==> src/rtl/collider_pkg.sv <==
// Shared grid geometry, neighbour offset table and scan FSM encoding for the
// calorimeter tower cluster scanner.
package collider_pkg;

  localparam int N_ETA = 32;
  localparam int N_PHI = 32;
  localparam int ETA_W = 5;
  localparam int PHI_W = 5;
  localparam int IDX_W = ETA_W + PHI_W;
  localparam int ET_W  = 10;
  localparam int SUM_W = 14;
  localparam int NBR_N = 8;
  localparam int NBR_W = 3;

  // Neighbour visiting order: the row below the seed, then the seed row, then the row above.
  localparam logic signed [1:0] NBR_DETA [NBR_N] = '{2'sb11, 2'sb00, 2'sb01, 2'sb11,
                                                      2'sb01, 2'sb11, 2'sb00, 2'sb01};
  localparam logic signed [1:0] NBR_DPHI [NBR_N] = '{2'sb11, 2'sb11, 2'sb11, 2'sb00,
                                                      2'sb00, 2'sb01, 2'sb01, 2'sb01};

  typedef enum logic [2:0] {
    ST_IDLE,
    ST_SEED_RD,
    ST_SEED_WT,
    ST_NBR_RD,
    ST_NBR_WT,
    ST_EMIT,
    ST_ADV,
    ST_DONE
  } state_e;

endpackage

==> src/rtl/tower_nbr_addr.sv <==
// Maps a seed position and neighbour number to the neighbour's grid address,
// with phi wrapping, eta bounded, and its raster order relative to the seed.
module tower_nbr_addr
  import collider_pkg::*;
(
  input  logic [ETA_W-1:0] seed_eta_i,
  input  logic [PHI_W-1:0] seed_phi_i,
  input  logic [NBR_W-1:0] nbr_sel_i,
  output logic [ETA_W-1:0] nbr_eta_o,
  output logic [PHI_W-1:0] nbr_phi_o,
  output logic             in_grid_o,
  output logic             precedes_o
);

  logic signed [1:0] deta;
  logic signed [1:0] dphi;
  logic [ETA_W+1:0]  eta_ext;

  assign deta = NBR_DETA[nbr_sel_i];
  assign dphi = NBR_DPHI[nbr_sel_i];

  // Two guard bits catch both -1 and 32 as off-grid.
  assign eta_ext   = {2'b00, seed_eta_i} + {{ETA_W{deta[1]}}, deta};
  assign in_grid_o = (eta_ext[ETA_W+1:ETA_W] == 2'b00);
  assign nbr_eta_o = eta_ext[ETA_W-1:0];

  assign nbr_phi_o  = seed_phi_i + {{(PHI_W-2){dphi[1]}}, dphi};
  assign precedes_o = ({nbr_phi_o, nbr_eta_o} < {seed_phi_i, seed_eta_i});

endmodule

==> src/rtl/tower_cluster_scan.sv <==
// Raster-scans the unpacked tower grid, qualifies local-maximum seeds above
// threshold and streams one 3x3 cluster record per seed over valid/ready.
module tower_cluster_scan
  import collider_pkg::*;
#(
  parameter int SEED_THR = 20,
  parameter int MAX_CL   = 64
) (
  input  logic             clk_i,
  input  logic             rst_ni,
  input  logic             start_i,
  output logic             rd_en_o,
  output logic [ETA_W-1:0] rd_eta_o,
  output logic [PHI_W-1:0] rd_phi_o,
  input  logic [ET_W-1:0]  rd_et_i,
  output logic             cl_valid_o,
  input  logic             cl_ready_i,
  output logic [ETA_W-1:0] cl_eta_o,
  output logic [PHI_W-1:0] cl_phi_o,
  output logic [SUM_W-1:0] cl_et_o,
  output logic             busy_o,
  output logic             done_o,
  output logic             overflow_o
);

  localparam int               CNT_W    = $clog2(MAX_CL + 1);
  localparam logic [IDX_W-1:0] LAST_IDX = IDX_W'(N_ETA * N_PHI - 1);

  state_e           state_q, state_d;
  logic [IDX_W-1:0] idx_q, idx_d;
  logic [NBR_W-1:0] nbr_q, nbr_d;
  logic [ET_W-1:0]  seed_et_q, seed_et_d;
  logic [SUM_W-1:0] sum_q, sum_d;
  logic             lose_q, lose_d;
  logic [CNT_W-1:0] count_q, count_d;
  logic             overflow_q, overflow_d;
  logic [ETA_W-1:0] last_eta_q;
  logic [PHI_W-1:0] last_phi_q;

  logic             rd_en;
  logic             nbr_fail;
  logic [ETA_W-1:0] seed_eta, nbr_eta, rd_eta;
  logic [PHI_W-1:0] seed_phi, nbr_phi, rd_phi;
  logic             nbr_in_grid, nbr_precedes;

  assign seed_eta = idx_q[ETA_W-1:0];
  assign seed_phi = idx_q[IDX_W-1:ETA_W];

  tower_nbr_addr u_nbr_addr (
    .seed_eta_i (seed_eta),
    .seed_phi_i (seed_phi),
    .nbr_sel_i  (nbr_q),
    .nbr_eta_o  (nbr_eta),
    .nbr_phi_o  (nbr_phi),
    .in_grid_o  (nbr_in_grid),
    .precedes_o (nbr_precedes)
  );

  always_comb begin
    state_d    = state_q;
    idx_d      = idx_q;
    nbr_d      = nbr_q;
    seed_et_d  = seed_et_q;
    sum_d      = sum_q;
    lose_d     = lose_q;
    count_d    = count_q;
    overflow_d = overflow_q;
    rd_en      = 1'b0;
    nbr_fail   = 1'b0;
    case (state_q)
      ST_IDLE: begin
        if (start_i) begin
          state_d    = ST_SEED_RD;
          idx_d      = '0;
          count_d    = '0;
          overflow_d = 1'b0;
        end
      end
      ST_SEED_RD: begin
        rd_en   = 1'b1;
        state_d = ST_SEED_WT;
      end
      ST_SEED_WT: begin
        if (rd_et_i < ET_W'(SEED_THR)) begin
          state_d = ST_ADV;
        end else begin
          seed_et_d = rd_et_i;
          sum_d     = SUM_W'(rd_et_i);
          nbr_d     = '0;
          lose_d    = 1'b0;
          state_d   = ST_NBR_RD;
        end
      end
      ST_NBR_RD: begin
        rd_en   = nbr_in_grid;
        state_d = ST_NBR_WT;
      end
      ST_NBR_WT: begin
        // Ties go to the seed earlier in raster order.
        if (nbr_in_grid) begin
          sum_d    = sum_q + SUM_W'(rd_et_i);
          nbr_fail = nbr_precedes ? (seed_et_q <= rd_et_i) : (seed_et_q < rd_et_i);
        end
        lose_d = lose_q | nbr_fail;
        if (nbr_q == NBR_W'(NBR_N - 1)) begin
          if (lose_d) begin
            state_d = ST_ADV;
          end else if (count_q < CNT_W'(MAX_CL)) begin
            state_d = ST_EMIT;
          end else begin
            overflow_d = 1'b1;
            state_d    = ST_ADV;
          end
        end else begin
          nbr_d   = nbr_q + NBR_W'(1);
          state_d = ST_NBR_RD;
        end
      end
      ST_EMIT: begin
        if (cl_ready_i) begin
          count_d = count_q + CNT_W'(1);
          state_d = ST_ADV;
        end
      end
      ST_ADV: begin
        if (idx_q == LAST_IDX) begin
          state_d = ST_DONE;
        end else begin
          idx_d   = idx_q + IDX_W'(1);
          state_d = ST_SEED_RD;
        end
      end
      ST_DONE: state_d = ST_IDLE;
      default: state_d = ST_IDLE;
    endcase
  end

  always_ff @(posedge clk_i or negedge rst_ni) begin
    if (!rst_ni) begin
      state_q    <= ST_IDLE;
      idx_q      <= '0;
      nbr_q      <= '0;
      seed_et_q  <= '0;
      sum_q      <= '0;
      lose_q     <= 1'b0;
      count_q    <= '0;
      overflow_q <= 1'b0;
      last_eta_q <= '0;
      last_phi_q <= '0;
    end else begin
      state_q    <= state_d;
      idx_q      <= idx_d;
      nbr_q      <= nbr_d;
      seed_et_q  <= seed_et_d;
      sum_q      <= sum_d;
      lose_q     <= lose_d;
      count_q    <= count_d;
      overflow_q <= overflow_d;
      if (rd_en) begin
        last_eta_q <= rd_eta;
        last_phi_q <= rd_phi;
      end
    end
  end

  // The read address holds its last issued value between strobes.
  assign rd_eta   = (state_q == ST_SEED_RD) ? seed_eta : nbr_eta;
  assign rd_phi   = (state_q == ST_SEED_RD) ? seed_phi : nbr_phi;
  assign rd_en_o  = rd_en;
  assign rd_eta_o = rd_en ? rd_eta : last_eta_q;
  assign rd_phi_o = rd_en ? rd_phi : last_phi_q;

  assign cl_valid_o = (state_q == ST_EMIT);
  assign cl_eta_o   = seed_eta;
  assign cl_phi_o   = seed_phi;
  assign cl_et_o    = sum_q;
  assign busy_o     = (state_q != ST_IDLE) && (state_q != ST_DONE);
  assign done_o     = (state_q == ST_DONE);
  assign overflow_o = overflow_q;

endmodule

==> config.mk <==
export PLATFORM = sky130hd
export DESIGN_NAME = tower_cluster_scan
export DESIGN_NICKNAME = d
export VERILOG_FILES = /design/src/rtl/collider_pkg.sv /design/src/rtl/tower_nbr_addr.sv /design/src/rtl/tower_cluster_scan.sv
export SDC_FILE = /design/constraint.sdc
export NUM_CORES = 1
export LEC_CHECK = 0
export CORE_ASPECT_RATIO = 1.25
export CORE_MARGIN = 2
export CORE_UTILIZATION = 55
export CTS_BUF_LIST = sky130_fd_sc_hd__clkbuf_8
export DETAILED_ROUTE_END_ITERATION = 7
export GPL_TIMING_DRIVEN = 0
export PLACE_DENSITY = 0.77
export SKIP_CTS_REPAIR_TIMING = 1
export SYNTH_ARGS = -nofsm -noshare
export SYNTH_HDL_FRONTEND = slang
export SYNTH_SLANG_ARGS = --single-unit
==> constraint.sdc <==
create_clock -name clk_i -period 4.3 [get_ports clk_i]
set_input_delay 0.43 -clock clk_i [delete_from_list [all_inputs] [get_ports clk_i]]
set_output_delay 0.43 -clock clk_i [all_outputs]
set_load 0.05 [all_outputs]
==> impl_summary.md <==
Setup path
The worst register-to-register path has a depth of 14. Of all nets on the critical path, the largest fanout is 10. The capture instance of the worst register-to-register path is state_q[0]$_DFFE_PN0P_. The launching element type of the critical path is a register.

The kind of end point of the critical path is an output pin. The register-to-register setup slack is 620 ps. The critical path in this run is classified as reg -> out. The data required time at the worst endpoint is 3870 ps. The signal arrival time at the worst endpoint is 3740 ps. The reg-to-reg startpoint is nbr_q[0]$_DFFE_PN0P_.

Placement
Summed over all nets, the half-perimeter wirelength after detailed placement is 7880 µm. The quantity of I/O buffers inserted on ports is 52. The cell total after placement is 605. After detailed placement, the total cell area comes to 4890 µm². The last weighted congestion value of the routability-driven placer is 0.915.

Synthesis
The prevailing post-synth register cell is sky130_fd_sc_hd__dfrtp_1. Counting distinct cell types in the post-synthesis netlist gives 63. Synthesis produced a netlist with a net count of 526. In the synthesized netlist, the number of instances is 460.

The synthesized design contains 0 enable-type register cells. For this run, the number of Yosys warnings is 0. Ranked by total cell area, the synthesized netlist is headed by sky130_fd_sc_hd__dfrtp_1 35%, sky130_fd_sc_hd__ha_1 14%, sky130_fd_sc_hd__xnor2_1 3.7%.

The cell type contributing the most total cell area after synthesis is sky130_fd_sc_hd__dfrtp_1. The share of synthesized registers carrying an async set or reset is 100%. The number of flip-flops and latches in the synthesized netlist is 59. The combined area of all synthesized cells is 4240 µm².

The average cell area after synthesis is 9.22 µm². Summed over its instances, the top area cell type makes up 34.8% of the synthesized netlist area. The part of the Yosys area used for sequential elements is 34.8%.

Global route
The number of antenna violations at the first check in global routing was 0. Global routing used 26.0% of the available tracks across all layers. The largest net degree at the start of global routing is 38.

The remaining global-route overflow is 0. The first-pass GRT wire length is 16,600 µm. The via count of the first global-routing pass is 3,618.

Detailed routing
The number of optimization iterations in the first detailed-route pass is 4. In this run the remaining antenna-violating nets after routing total 0. For this block, the via count after detailed routing is 3,732. For this run, design rule violations remaining after detail routing come to 0.

For this block, the initial DRC count from the detailed router was 172. After detailed routing, the average wire length per cell comes to 16.5 µm. The routed wire length is 10,300 µm. Dividing the detail-routed via count by the number of cells gives 5.98.

Finish
The final non-filler cell total is 624. Cells fill 68.0% of the core in the end. The number of antenna diodes in the final layout is 0. In the layout the commonest cells are 59 x sky130_fd_sc_hd__dfrtp_1, 49 x sky130_fd_sc_hd__ha_1, 41 x sky130_fd_sc_hd__inv_1, 40 x sky130_fd_sc_hd__nand2_1, 40 x sky130_fd_sc_hd__clkdlybuf4s50_1. The final layout contains 593 nets.

The final standard cell area without fillers is 5060 µm². The area growth from synthesis to layout is 19.4%. The library cell used most frequently in the layout, excluding fill and tap cells, is sky130_fd_sc_hd__dfrtp_1. After filler insertion, the fill cell instance count of the layout stands at 644. Cells with a size suffix above 1 make up 10.9% of the layout.

Job
The reported max-cap violation count is 0.

Timing
The normalized max-slew margin is 30.7%. The measured slew at the worst slew-check pin is 1020 ps. The number of failing hold endpoints at the final stage came to 0. The worst path needs 4170 ps of the cycle, external delays included. Based on the critical path, the design can be clocked at up to 240 MHz. In the finished design, the share of the clock period the worst path needs comes to 97.1%. The worst hold slack across all endpoints is 193 ps. The number of endpoints failing setup at the final stage is 0. The max-slew violation total from the final report is 0. The worst clock skew on the final layout is 11.3 ps.

Clock tree
CTS placed an instance of sky130_fd_sc_hd__clkbuf_8 at the clock tree root. For this design, the sink count on the clock tree is 59. The clock tree from TritonCTS is built. The maximum root-to-sink buffer count is 2. Buffers inserted during clock tree synthesis total 9. CTS built an H-tree with a depth of 3. Clock-pin slew was measured on the worst setup and hold paths at 70 ps. The insertion delay to the later sink of the worst-skew pair is 350 ps.

Floorplanning
The area of the die is 8430 µm². After floorplanning, the core was sized to cover 7440 µm². The height of the chip is 102 µm. In this run the core area contains 35 standard-cell rows.

The die is 82.5 µm wide. 53 I/O pins were placed. The initial utilization of the core area, before any placement, comes to 57.0%.

Status
The flow ran to the end, and the final reports show no timing, DRC or antenna violations.

Power
For this design the ratio of total power to cell area is 845 nW/µm². The maximum ir drop on the vdd rail is 0.440 mV. The completed layout was analyzed and its total power is 4.28 mW. For this design the static power due to leakage is 2.31 nW.

Min path
The class of the tightest hold or removal check is in -> async.
## synth_stat cells, drive strengths merged (2+ instances only)
| library cell | instances |
|---|---|
| a211oi | 5 |
| o22ai | 5 |
| o31ai | 6 |
| xor2 | 9 |
| nand3b | 2 |
| xnor2 | 18 |
| o21bai | 2 |
| nand2b | 3 |
| inv | 40 |
| o21ai | 27 |
| a221oi | 3 |
| nand3 | 10 |
| nor4 | 3 |
| a211o | 2 |
| nand4 | 6 |
| mux2i | 4 |
| fa | 3 |
| a21oi | 29 |
| nand2 | 40 |
| nor4b | 3 |
| and2 | 2 |
| nor2b | 6 |
| clkbuf | 7 |
| nor3b | 3 |
| a21o | 6 |
| a31oi | 3 |
| or4 | 2 |
| and4 | 2 |
| a31o | 2 |
| a311oi | 2 |
| a41o | 4 |
| nor2 | 40 |
| nor3 | 10 |
| dfrtp | 59 |
| mux2 | 2 |
| ha | 49 |
| o211ai | 6 |
| or3 | 3 |
| a221o | 8 |
| buf | 7 |
## how the worst max path moves through the flow
stage | start | to | slack [ps] | cells after the start
global placement | nbr_q[0]$_DFFE_PN0P_ | rd_eta_o[4] | -220 | 12
finish | nbr_q[0]$_DFFE_PN0P_ | rd_phi_o[2] | 130 | 12
floorplan | nbr_q[0]$_DFFE_PN0P_ | rd_eta_o[0] | 320 | 11
detailed placement | nbr_q[0]$_DFFE_PN0P_ | rd_phi_o[2] | -310 | 12
CTS | nbr_q[0]$_DFFE_PN0P_ | rd_phi_o[2] | -700 | 12
global route | nbr_q[0]$_DFFE_PN0P_ | rd_eta_o[3] | -50 | 13
## worst max-delay path: stages, from the launching register on
cell and delay [ps]:
sky130_fd_sc_hd__dfrtp_1 430, sky130_fd_sc_hd__inv_1 100, sky130_fd_sc_hd__ha_1 310, sky130_fd_sc_hd__nor2_2 70
sky130_fd_sc_hd__or2_4 320, sky130_fd_sc_hd__fa_1 480, sky130_fd_sc_hd__a211oi_2 260, sky130_fd_sc_hd__nor3b_2 130
sky130_fd_sc_hd__o31a_4 390, sky130_fd_sc_hd__a21boi_4 210, sky130_fd_sc_hd__a21oi_4 100, sky130_fd_sc_hd__a221o_1 350
sky130_fd_sc_hd__clkbuf_2 250
## state kept, by name, indices dropped and copies added, names as in the netlist
signal,flops
cl_et_o,14
idx_q,10
seed_et_q,10
count_q,7
last_eta_q,5
last_phi_q,5
nbr_q,3
state_q,3
lose_q,1
overflow_o,1
## per-layer routing
layer | vias up | part of all wire (%) | track usage (%)
met1 | 1818 | 41 | 29.8
met2 | 96 | 52 | 46.2
li1 | 1795 | - | -
met4 | 0 | 3.0 | 11.9
met5 | - | 0 | 0
met3 | 23 | 3.9 | 4.68
## report_power, final
group,leakage [nW],switching (mW),internal [mW]
sequential,0.762,0.173,0.750
clock,0.0897,0.231,0.201
combinational,1.45,1.84,1.08
total,2.31,2.25,2.03
## cells by family after synthesis
group,count (synthesis),share of synthesized area [%]
AO/OA/AOI/OAI,122,20.3
XOR/XNOR,27,5.58
adder cells (fa/ha/maj),52,15.9
buffers and inverters,54,5.28
flip-flops,59,34.8
multiplexers,6,1.47
AND/OR/NAND/NOR,140,16.7
## metrics by stage
stage                     setup WS, ps  setup TNS, ps
after global placement            -219          -1760
final                              126              0
after CTS                         -696          -7050
after detailed placement          -313          -2690
after global routing             -52.1           -293
after floorplan                    315              0
## cell type report
| type | instances | area (µm²) | share of cell area (%) |
|---|---|---|---|
| multi-input cells | 347 | 2580 | 50.9 |
| flip-flops and latches | 59 | 1480 | 29.2 |
| repair buffers | 56 | 510 | 10.1 |
| inverters | 40 | 150 | 2.96 |
| clock buffers | 9 | 124 | 2.45 |
| well taps | 92 | 115 | 2.27 |
| plain buffers | 14 | 73.8 | 1.46 |
| clock inverters | 7 | 36.3 | 0.716 |
(Power assumes the default switching activity.)
